<file path="src/rtl/data_sync_ctrl_pkg.sv">
`timescale 1ns/1ps
`default_nettype none
// +----------------------------------------------------------------------+
// | data_sync_ctrl_pkg : shared encodings and width helpers for the      |
// |                      filtered-synchronizer controller.  Rev 1.0      |
// +----------------------------------------------------------------------+
package data_sync_ctrl_pkg;

    localparam int STATE_W = 3;
    typedef logic [STATE_W-1:0] state_t;

    localparam state_t ST_IDLE   = 3'd0;
    localparam state_t ST_INIT   = 3'd1;
    localparam state_t ST_SETTLE = 3'd2;
    localparam state_t ST_TRACK  = 3'd3;
    localparam state_t ST_ADJUST = 3'd4;

    localparam logic ADJ_UP   = 1'b1;
    localparam logic ADJ_DOWN = 1'b0;

    // Skew (FILT_SIZE+1 bits) plus margin must never wrap, so keep one extra bit.
    function automatic int need_width(input int filt_size);
        return filt_size + 2;
    endfunction

    function automatic int timer_width(input int a, input int b);
        int m;
        m = (a > b) ? a : b;
        return $clog2(m) + 1;
    endfunction

endpackage

`default_nettype wire

</file>
<file path="src/rtl/sync_ctrl_timer.sv">
`timescale 1ns/1ps
`default_nettype none
// +----------------------------------------------------------------------+
// | sync_ctrl_timer : loadable down-counter, saturates at zero and       |
// |                   flags expiry.  Rev 1.0                             |
// +----------------------------------------------------------------------+
module sync_ctrl_timer #(
    parameter int W = 9
) (
    input  logic         clk_i,
    input  logic         rst_i,
    input  logic         load_i,
    input  logic [W-1:0] load_val_i,
    output logic         expired_o
);

    logic [W-1:0] cnt_q;
    logic [W-1:0] cnt_d;

    always_comb begin
        cnt_d = cnt_q;
        if (load_i) begin
            cnt_d = load_val_i;
        end else if (cnt_q != '0) begin
            cnt_d = cnt_q - W'(1);
        end
    end

    always_ff @(posedge clk_i or posedge rst_i) begin
        if (rst_i) begin
            cnt_q <= '0;
        end else begin
            cnt_q <= cnt_d;
        end
    end

    assign expired_o = (cnt_q == '0);

endmodule

`default_nettype wire

</file>
<file path="src/rtl/data_sync_filt_ctrl.sv">
`timescale 1ns/1ps
`default_nettype none
// +----------------------------------------------------------------------+
// | data_sync_filt_ctrl : sequences synchronizer init and adapts its     |
// |                       filter depth from observed skew.  Rev 1.0      |
// +----------------------------------------------------------------------+
module data_sync_filt_ctrl
    import data_sync_ctrl_pkg::*;
#(
    parameter int FILT_SIZE   = 4,
    parameter int INIT_CYC    = 4,
    parameter int QUIET_CYC   = 256,
    parameter int SKEW_MARGIN = 1,
    parameter int CNT_W       = 16,
    parameter int FILT_RST    = 1
) (
    input  logic                 clk_d,
    input  logic                 rst_d,
    input  logic                 enable,
    input  logic                 soft_init,
    input  logic [FILT_SIZE-1:0] cfg_filt_min,
    input  logic [FILT_SIZE-1:0] cfg_filt_max,
    input  logic                 sync_data_avail_d,
    input  logic [FILT_SIZE:0]   sync_max_skew_d,
    output logic                 sync_init_d_n,
    output logic [FILT_SIZE-1:0] sync_filt_d,
    output logic [2:0]           state,
    output logic [CNT_W-1:0]     avail_cnt,
    output logic                 filt_changed,
    output logic                 err_skew
);

    localparam int NEED_W = need_width(FILT_SIZE);
    localparam int TMR_W  = timer_width(INIT_CYC, QUIET_CYC);
    localparam logic [TMR_W-1:0] INIT_LOAD  = TMR_W'(INIT_CYC - 1);
    localparam logic [TMR_W-1:0] QUIET_LOAD = TMR_W'(QUIET_CYC - 1);

    state_t               state_q,   state_d;
    logic                 init_n_q,  init_n_d;
    logic [FILT_SIZE-1:0] filt_q,    filt_d;
    logic [CNT_W-1:0]     cnt_q,     cnt_d;
    logic                 chg_q,     chg_d;
    logic                 err_q,     err_d;
    logic                 adj_dir_q, adj_dir_d;

    logic [NEED_W-1:0] need;
    logic [NEED_W-1:0] filt_ext;
    logic              need_gt;
    logic              need_lt;
    logic              tmr_load;
    logic [TMR_W-1:0]  tmr_val;
    logic              tmr_expired;

    assign need     = NEED_W'(sync_max_skew_d) + NEED_W'(SKEW_MARGIN);
    assign filt_ext = NEED_W'(filt_q);
    assign need_gt  = (need > filt_ext);
    assign need_lt  = (need < filt_ext);

    always_comb begin
        state_d   = state_q;
        filt_d    = filt_q;
        cnt_d     = cnt_q;
        chg_d     = 1'b0;
        err_d     = err_q;
        adj_dir_d = adj_dir_q;

        case (state_q)
            ST_IDLE: begin
                filt_d = cfg_filt_min;
                if (enable) begin
                    state_d = ST_INIT;
                    cnt_d   = '0;
                    err_d   = 1'b0;
                end
            end
            ST_INIT: begin
                if (tmr_expired) begin
                    state_d = ST_SETTLE;
                end
            end
            ST_SETTLE: begin
                if (soft_init) begin
                    state_d = ST_INIT;
                end else if (sync_data_avail_d || tmr_expired) begin
                    state_d = ST_TRACK;
                end
            end
            ST_TRACK: begin
                // Counted even on the cycle TRACK is left.
                if (sync_data_avail_d && (cnt_q != '1)) begin
                    cnt_d = cnt_q + CNT_W'(1);
                end
                if (soft_init) begin
                    state_d = ST_INIT;
                end else if (need_gt && (filt_q < cfg_filt_max)) begin
                    state_d   = ST_ADJUST;
                    adj_dir_d = ADJ_UP;
                end else if (need_gt) begin
                    err_d = 1'b1;
                end else if (tmr_expired && need_lt && (filt_q > cfg_filt_min)) begin
                    state_d   = ST_ADJUST;
                    adj_dir_d = ADJ_DOWN;
                end
            end
            ST_ADJUST: begin
                filt_d  = (adj_dir_q == ADJ_UP) ? filt_q + FILT_SIZE'(1)
                                                : filt_q - FILT_SIZE'(1);
                chg_d   = 1'b1;
                state_d = ST_INIT;
            end
            default: begin
                state_d = ST_IDLE;
            end
        endcase

        // Disable wins over everything, including a half-done ADJUST.
        if (!enable) begin
            state_d = ST_IDLE;
            filt_d  = cfg_filt_min;
            chg_d   = 1'b0;
        end
    end

    // Registered from the next state so the pin lines up with the state output.
    assign init_n_d = (state_d == ST_SETTLE) || (state_d == ST_TRACK);

    assign tmr_load = (state_d != state_q);
    assign tmr_val  = (state_d == ST_INIT) ? INIT_LOAD : QUIET_LOAD;

    sync_ctrl_timer #(
        .W (TMR_W)
    ) u_timer (
        .clk_i      (clk_d),
        .rst_i      (rst_d),
        .load_i     (tmr_load),
        .load_val_i (tmr_val),
        .expired_o  (tmr_expired)
    );

    always_ff @(posedge clk_d or posedge rst_d) begin
        if (rst_d) begin
            state_q   <= ST_IDLE;
            init_n_q  <= 1'b0;
            filt_q    <= FILT_SIZE'(FILT_RST);
            cnt_q     <= '0;
            chg_q     <= 1'b0;
            err_q     <= 1'b0;
            adj_dir_q <= ADJ_UP;
        end else begin
            state_q   <= state_d;
            init_n_q  <= init_n_d;
            filt_q    <= filt_d;
            cnt_q     <= cnt_d;
            chg_q     <= chg_d;
            err_q     <= err_d;
            adj_dir_q <= adj_dir_d;
        end
    end

    assign state         = state_q;
    assign sync_init_d_n = init_n_q;
    assign sync_filt_d   = filt_q;
    assign avail_cnt     = cnt_q;
    assign filt_changed  = chg_q;
    assign err_skew      = err_q;

endmodule

`default_nettype wire

</file>
<file path="config.mk">
export PLATFORM = sky130hd
export DESIGN_NAME = data_sync_filt_ctrl
export DESIGN_NICKNAME = d
export VERILOG_FILES = /design/src/rtl/data_sync_ctrl_pkg.sv /design/src/rtl/sync_ctrl_timer.sv /design/src/rtl/data_sync_filt_ctrl.sv
export SDC_FILE = /design/constraint.sdc
export NUM_CORES = 1
export LEC_CHECK = 0
export ABC_AREA = 1
export ABC_CLOCK_PERIOD_IN_PS = 2500
export CAP_MARGIN = 0
export CORE_ASPECT_RATIO = 2
export CORE_MARGIN = 4
export CORE_UTILIZATION = 48
export CTS_CLUSTER_SIZE = 28
export DETAILED_ROUTE_END_ITERATION = 16
export GPL_TIMING_DRIVEN = 0
export HOLD_SLACK_MARGIN = 0.15
export PLACE_DENSITY_LB_ADDON = 0.08
export SLEW_MARGIN = 10
export SYNTH_ARGS = -nofsm -noshare
export SYNTH_HDL_FRONTEND = slang
export SYNTH_HIERARCHICAL = 1
export SYNTH_SLANG_ARGS = --single-unit
</file>
<file path="constraint.sdc">
create_clock -name clk_d -period 2.5 [get_ports clk_d]
set_input_delay 0.25 -clock clk_d [delete_from_list [all_inputs] [get_ports clk_d]]
set_output_delay 0.25 -clock clk_d [all_outputs]
set_load 0.01 [all_outputs]
</file>
# Word level (Yosys, flattened, before mapping)
# Cells that the tools add are included.
[classes]
mul = 0
order_cmp = 4
n_addsub = 5
n_eq_ne = 16
div_mod_pow = 0
muxes = 28
shifts = 0
n_reduce_logical = 16
n_bitwise = 1
[op_table]
columns = ["operator", "count"]
rows = [
  ["$mux W16", 2],
  ["$pmux W16 S2", 1],
  ["$mux W3", 8],
  ["$mux W9", 2],
  ["$add A16 B1 Y16 const B", 1],
  ["$ne A16 B16 Y1 const B", 1],
  ["$eq A3 B2 Y1 const B", 4],
  ["$pmux W3 S4", 1],
  ["$ne A2 B2 Y1 const B", 5],
  ["$logic_not A9 Y1", 1],
  ["$mux W1", 9],
  ["$reduce_bool A9 Y1", 1],
  ["$sub A9 B1 Y9 const B", 1],
  ["$mux W4", 2],
  ["$mux W8", 1],
  ["$pmux W4 S2", 1],
  ["$add A5 B1 Y6 const B", 1],
  ["$eq A3 B1 Y1 const B", 2],
  ["$gt A6 B4 Y1", 1],
  ["$lt A6 B4 Y1", 1],
  ["$reduce_bool A2 Y1", 3],
  ["$reduce_and A5 Y1", 1],
  ["$add A4 B1 Y4 const B", 1],
  ["$gt A4 B4 Y1", 1],
  ["14 further kinds", 18],
]
[word_totals]
mem_bits_rw = 0
memories = 0
reg_bits = 36
latch_bits = 0
output_inout_bits = 26
romBits = 0
in_bits = 18

# Depth between registers and ports, before layout
[depth]
word_depth = 13
depth_mapped = 22
depth_no_buf = 21

# Hierarchy
# Netlist, hierarchy kept.
[by_module_without_submodules]
columns = ["mod", "seq_area_each_um2", "cells_per_inst", "instances", "area_each_um2"]
rows = [
  ["data_sync_filt_ctrl", 678.2, 257, 1, 2026.9],
  ["sync_ctrl_timer", 225.2, 79, 1, 568.0],
]

# Worst setup path before layout
# OpenSTA, ideal clock, no wires.
[synth_path]
path_type = "flip-flop to flip-flop"
start = "register u_timer.cnt_q[0]"
end = "register u_timer.cnt_q[1]"
setup_ns = 0.121
arrival_ns = 2.241
t_required_ns = 2.379
synth_period_minus_slack_ns = 2.362
n_path_buf = 1
path_stages_with_launch = 21
setup_slack_ns = 0.138
path_cell_list = "dfrtp_1 > inv_1 > ha_1 > nand2_2 > nor2_4 > nand2_1 > inv_1 > o21ai_0 > nor2_1 > nand3_1 > nand3_1 > nand2_1 > nand2_1 > nand2_1 > nand2_1 > nor2_1 > nand3_1 > buf_2 > o21ai_0 > nand2_1 > o21ai_1"
[synth_between]
elab_chain_cells = 11
[synth_rtl]
columns = ["element", "line_no", "rtl"]
rows = [
  ["start, declared", "sync_ctrl_timer.sv:17", "logic [W-1:0] cnt_q;"],
  ["start signal, assigned", "sync_ctrl_timer.sv:33", "cnt_q <= cnt_d;"],
  ["$logic_not A9 Y1 (*)", "sync_ctrl_timer.sv:37", "assign expired_o = (cnt_q == '0);"],
  ["via tmr_expired", "data_sync_filt_ctrl.sv:52", "logic tmr_expired;"],
  ["$logic_and A1 B1 Y1 (2 in series)", "data_sync_filt_ctrl.sv:100", "end else if (tmr_expired && need_lt && (filt_q > cfg_filt_min)) begin"],
  ["$mux W3", "data_sync_filt_ctrl.sv:100", ""],
  ["$mux W3", "data_sync_filt_ctrl.sv:98", "end else if (need_gt) begin"],
  ["$mux W3", "data_sync_filt_ctrl.sv:95", "end else if (need_gt && (filt_q < cfg_filt_max)) begin"],
  ["$mux W3", "data_sync_filt_ctrl.sv:93", "if (soft_init) begin"],
  ["$pmux W3 S4 (*)", "data_sync_filt_ctrl.sv:67", "case (state_q)"],
  ["$mux W3 (*)", "data_sync_filt_ctrl.sv:117", "if (!enable) begin"],
  ["$ne A3 B3 Y1 (*)", "data_sync_filt_ctrl.sv:127", "assign tmr_load = (state_d != state_q);"],
  ["via tmr_load", "data_sync_filt_ctrl.sv:50", "logic tmr_load;"],
  ["$mux W9 / $reduce_bool A2 Y1 (equally long branches)", "-", ""],
]
# Mark *: on every way through the listed nets, which the timed path passes. The rest lies on a longest branch. The select of a mux whose other input is x is not followed.
# A chain may end at the register's enable or synchronous reset.

# Final worst setup path
[layout_path]
start = "register filt_q[0], in the netlist sync_filt_d[0]"
end = "register u_timer.cnt_q[5]"
[layout_rtl]
columns = ["element", "line_no", "rtl"]
rows = [
  ["start, declared", "data_sync_filt_ctrl.sv:40", "logic [FILT_SIZE-1:0] filt_q, filt_d;"],
  ["start signal, assigned", "data_sync_filt_ctrl.sv:144", "filt_q <= FILT_SIZE'(FILT_RST);"],
  ["start signal, assigned", "data_sync_filt_ctrl.sv:152", "filt_q <= filt_d;"],
  ["$lt A6 B4 Y1", "data_sync_filt_ctrl.sv:57", "assign need_lt = (need < filt_ext);"],
  ["$logic_and A1 B1 Y1 (2 in series)", "data_sync_filt_ctrl.sv:100", ""],
  ["$mux W3", "data_sync_filt_ctrl.sv:100", ""],
  ["$mux W3", "data_sync_filt_ctrl.sv:98", ""],
  ["$mux W3 (*)", "data_sync_filt_ctrl.sv:95", ""],
  ["$mux W3 (*)", "data_sync_filt_ctrl.sv:93", ""],
  ["$pmux W3 S4 (*)", "data_sync_filt_ctrl.sv:67", ""],
  ["$mux W3 (*)", "data_sync_filt_ctrl.sv:117", ""],
  ["$ne A3 B3 Y1 (*)", "data_sync_filt_ctrl.sv:127", ""],
  ["via tmr_load", "data_sync_filt_ctrl.sv:50", ""],
  ["$mux W9 / $reduce_bool A2 Y1 (equally long branches)", "-", ""],
]
# Mark *: on every way through the listed nets, which the timed path passes. The rest lies on a longest branch.

==> key figures <==
Setup path
  • Arrival @ worst endpoint: 2.57 ns
  • Critical path buffer and inverter count: 3
  • Critical path startpoint: sync_filt_d[0]
  • Critical path depth: 21
  • Worst-path cell chain: buf_6 -> ha_4 -> inv_1 -> nand2_1 -> nand2_1 -> nand2_1 -> nand2_2 -> nand2_2 -> nand2_2 -> nand2_4 -> nand3_2 -> nand2_1 -> nand2_2 -> nand2_1 -> nand2_1 -> nor2_2 -> nand3_2 -> buf_6 -> a21oi_4 -> nand2_1 -> nand2_1
  • Cell with the biggest individual delay on the critical path: sky130_fd_sc_hd__dfstp_2
  • Reg2Reg Setup Slack: 0.16 ns
  • Worst endpoint required time: 2.73 ns
  • Last element of the critical path: u_timer/cnt_q[5]
  • Cell family with the largest share of critical-path delay: simple AND/OR/NAND/NOR gates
  • Critical Path End Type: flip-flop
  • FF-to-FF End: u_timer/cnt_q[5]
  • Highest net fanout along the worst path: 5
  • Critical path startpoint category: flip-flop
  • Critical Path Most Common Cell: sky130_fd_sc_hd__nand2_1
  • Worst Reg2Reg Path Length in Cells: 21
  • RR Startpoint: sync_filt_d[0]
  • Largest incremental delay on the critical path: 0.57 ns
  • CP Class: reg2reg

Route
  • Number of optimization iterations in the first detailed-route pass: 4
  • Total vias in the final route: 2442
  • Aggregate routed wire length: 6.46 mm
  • # DRC: 0
  • Mean routed wirelength per cell: 14.0 um
  • Count of nets left with antenna violations after detail routing: 0
  • Iteration-0 DRC Markers: 120
  • Via/cell ratio: 5.29

STA
  • Actual slew at the worst max-slew pin: 1.09 ns
  • Worst max-slew margin expressed relative to the limit: 27.5%
  • Final number of max-transition violations: 0
  • Final Critical Period: 2.34 ns
  • Maximum clock frequency: 427 MHz
  • Setup violators final: 0
  • Period utilization: 93.7%
  • Final Skew: 0.00690 ns
  • Worst path setup slack after routing: 0.158 ns
  • Hold Vio Cnt, Final: 0

Synth
  • Synth warnings: 6
  • Share of the synthesized area in the top cell type: 32.8%
  • Synthesized flop and latch total: 36
  • Syn_area_per_cell: 7.72 um2
  • Share of synthesized registers carrying an async set or reset: 100%
  • Commonest register cell after synthesis: sky130_fd_sc_hd__dfrtp_1
  • EDFF count, synth: 0
  • Cell type with the highest aggregate area in the netlist: sky130_fd_sc_hd__dfrtp_1
  • Top cells by area in the synthesized netlist: sky130_fd_sc_hd__dfrtp_1 33%, sky130_fd_sc_hd__nand2_1 13%, sky130_fd_sc_hd__ha_1 7.7%, sky130_fd_sc_hd__o31ai_2 6.3%, sky130_fd_sc_hd__inv_1 6.1%
  • Post-synthesis instance area: 0.00259 mm2
  • Most repeated cell in the gate-level netlist after synthesis: sky130_fd_sc_hd__nand2_1
  • Register area share after synthesis: 34.8%
  • Number of library cell types mapped by synthesis: 36
  • Most instantiated cells after synthesis: 92 x sky130_fd_sc_hd__nand2_1, 42 x sky130_fd_sc_hd__inv_1, 34 x sky130_fd_sc_hd__dfrtp_1
  • Post-synthesis cell count: 336

CTS
  • Clock buffer depth: 2
  • Clock root cell: sky130_fd_sc_hd__clkbuf_8
  • Number of H-tree levels: 2
  • Clock buffer count from CTS: 5
  • Hold bufs inserted after CTS: 0
  • Clock tree sinks: 36
  • TritonCTS clock tree: done
  • Reg clk slew, reported paths: 0.07 ns
  • Clk_lat worst skew: 0.29 ns

Cells and area
  • NumNets Final: 439
  • Number of filler cells placed in the layout: 463
  • Layout overhead on the synthesized area: 32.9%
  • Fraction of layout cells with a size suffix above 1: 22.0%
  • # diodes: 0
  • Number of cells in the finished layout apart from fillers: 462

Place
  • Estimated wirelength of the detail-placed design: 4.90 mm
  • Last weighted congestion value of the routability-driven placer: 0.908
  • Post-placement setup slack: -0.496 ns
  • Count of input and output buffers: 43
  • Cell total after placement: 438

GRT
  • Remaining global-route overflow: 0
  • Wire length of the first global-routing pass: 10.8 mm
  • Maximum number of pins on one net before global-route repair: 28
  • Number of global-route vias before repair: 2404
  • Initial antenna violation count: 0
  • Total track usage: 20.5%

Pwr
  • Power density over the cells: 456 mW/mm2
  • Worst IR Drop VDD: 0.481 mV
  • Standby leakage power: 1.56 nW

Floorplanning
  • Rows: 37
  • Area of the core: 0.00518 mm2
  • Starting density of the core: 50.0%
  • Die extent in y: 112 um
  • Die Wd: 60.0 um
  • Total die area: 0.00672 mm2
  • Boundary pin count: 44

Run status
  • Status: completed

Flow run
  • Number of maximum-capacitance violations: 0

Worst hold path
  • Worst Hold Class: in2async
registers in the layout, summed over array words and instances, names as in the netlist:
| name | cells |
|---|---|
| err_skew | 1 |
| avail_cnt | 16 |
| filt_changed | 1 |
| sync_init_d_n | 1 |
| state | 3 |
| adj_dir_q | 1 |
| u_timer/cnt_q | 9 |
| sync_filt_d | 4 |
through the flow:
stage | total power [mW] | area, um2 | utilization, % | hold slack (ns) | setup TNS, ns
after global placement | 1.07 | 3100 | 59.8 | 0.490 | -3.97
after global routing | 1.67 | 3450 | 66.5 | 0.302 | -0.523
after CTS | 1.50 | 3230 | 62.2 | 0.275 | 0
after floorplan | 0.960 | 2600 | - | 0.0779 | 0
after detailed placement | 1.08 | 3100 | 59.8 | 0.494 | -3.97
final | 1.57 | 3450 | 66.5 | 0.269 | 0
per-layer routing:
layer | routed length (um) | part of all wire (%) | vias up | GRT usage (%)
met5 | 0 | 0 | - | 0
met4 | 192 | 3.0 | 0 | 7.69
met3 | 180 | 2.8 | 13 | 2.90
met2 | 3760 | 58 | 51 | 38.5
met1 | 2330 | 36 | 1133 | 21.6
li1 | - | - | 1245 | -
logic make-up (layout without fill, tap and decap cells):
kind of cell	after synthesis	count (layout)	synth area share (%)
xor+xnor	20	20	6.75
buf+inv	51	118	7.81
simple gates	157	157	26.8
other cells	2	3	0.289
compound gates	53	53	15.0
fa+ha+maj	17	17	8.49
flops	36	36	34.8
report_power, final:
part	internal [mW]	switching [mW]	leakage (nW)	total, mW
Sequential	0.630	0.0543	0.467	0.684
Clock	0.190	0.208	0.0410	0.398
Combinational	0.218	0.273	1.05	0.491
worst register-to-register path, stage by stage, from the launching register on:
cell and delay (ns):
sky130_fd_sc_hd__dfstp_2 0.57, sky130_fd_sc_hd__buf_6 0.12, sky130_fd_sc_hd__ha_4 0.11, sky130_fd_sc_hd__inv_1 0.03
sky130_fd_sc_hd__nand2_1 0.05, sky130_fd_sc_hd__nand2_1 0.05, sky130_fd_sc_hd__nand2_1 0.06, sky130_fd_sc_hd__nand2_2 0.07
sky130_fd_sc_hd__nand2_2 0.08, sky130_fd_sc_hd__nand2_2 0.06, sky130_fd_sc_hd__nand2_4 0.08, sky130_fd_sc_hd__nand3_2 0.05
sky130_fd_sc_hd__nand2_1 0.09, sky130_fd_sc_hd__nand2_2 0.06, sky130_fd_sc_hd__nand2_1 0.06, sky130_fd_sc_hd__nand2_1 0.06
sky130_fd_sc_hd__nor2_2 0.08, sky130_fd_sc_hd__nand3_2 0.11, sky130_fd_sc_hd__buf_6 0.16, sky130_fd_sc_hd__a21oi_4 0.17
sky130_fd_sc_hd__nand2_1 0.08, sky130_fd_sc_hd__nand2_1 0.06
cells in the final DEF (no fill, tap or decap), types with 2 or more instances in the layout:
master / netlist / layout
sky130_fd_sc_hd__inv_2: 4 / 13
sky130_fd_sc_hd__a21oi_1: 9 / 7
sky130_fd_sc_hd__nand4_1: 7 / 7
sky130_fd_sc_hd__inv_1: 42 / 33
sky130_fd_sc_hd__nand3_1: 18 / 13
sky130_fd_sc_hd__dfstp_2: 2 / 2
sky130_fd_sc_hd__dfrtp_1: 34 / 31
sky130_fd_sc_hd__o21ai_0: 14 / 9
sky130_fd_sc_hd__buf_2: 3 / 3
sky130_fd_sc_hd__ha_1: 16 / 11
sky130_fd_sc_hd__conb_1: 2 / 3
sky130_fd_sc_hd__xor2_1: 13 / 13
sky130_fd_sc_hd__nand2_1: 92 / 84
sky130_fd_sc_hd__clkdlybuf4s50_1: 0 / 39
sky130_fd_sc_hd__nor2_4: 2 / 2
sky130_fd_sc_hd__a21oi_2: 1 / 2
sky130_fd_sc_hd__nand2_4: 0 / 2
sky130_fd_sc_hd__nor2_2: 0 / 3
sky130_fd_sc_hd__xnor2_1: 7 / 7
sky130_fd_sc_hd__o21ai_1: 7 / 11
sky130_fd_sc_hd__clkbuf_8: 0 / 5
sky130_fd_sc_hd__nor4_1: 2 / 2
sky130_fd_sc_hd__nand3_2: 0 / 5
sky130_fd_sc_hd__dfrtp_2: 0 / 3
sky130_fd_sc_hd__o22ai_1: 2 / 2
sky130_fd_sc_hd__nor2_1: 25 / 22
sky130_fd_sc_hd__ha_4: 0 / 4
sky130_fd_sc_hd__nand3b_1: 3 / 3
sky130_fd_sc_hd__nand2_2: 1 / 7
sky130_fd_sc_hd__buf_6: 1 / 3
sky130_fd_sc_hd__buf_4: 0 / 15
sky130_fd_sc_hd__o31ai_2: 13 / 13
sky130_fd_sc_hd__nor3_1: 5 / 5
how the worst min path moves through the flow:
stage | from | endpoint | slack (ns) | depth (start not counted)
detailed placement | err_skew | err_skew | 0.49 | 2
global route | rst_d | u_timer/cnt_q[7] | 0.30 | 2
global placement | err_skew | err_skew | 0.49 | 2
CTS | rst_d | u_timer/cnt_q[7] | 0.28 | 2
floorplan | rst_d | u_timer/cnt_q[0] | 0.08 | 1
finish | rst_d | u_timer/cnt_q[7] | 0.27 | 2
cell type report:
class	count	area (um2)	area share (%)
multi-input combinational	250	1630	47.2
sequential	36	907	26.3
timing repair buffer	60	556	16.1
inverter	46	173	5.01
clock buffer	6	72.6	2.10
tap	58	72.6	2.10
buffer	5	36.3	1.05
clock inverter	1	5.00	0.145
what timing repair did:
item / 4_1_cts / 5_1_grt
setup endpoints to repair: 9 / 9
resized for setup: 18 / 38
pin swaps: 3 / 13
gates cloned: 1 / 0
buffers inserted: 0 / 16
Note: power is estimated with default switching activity, not from simulation.
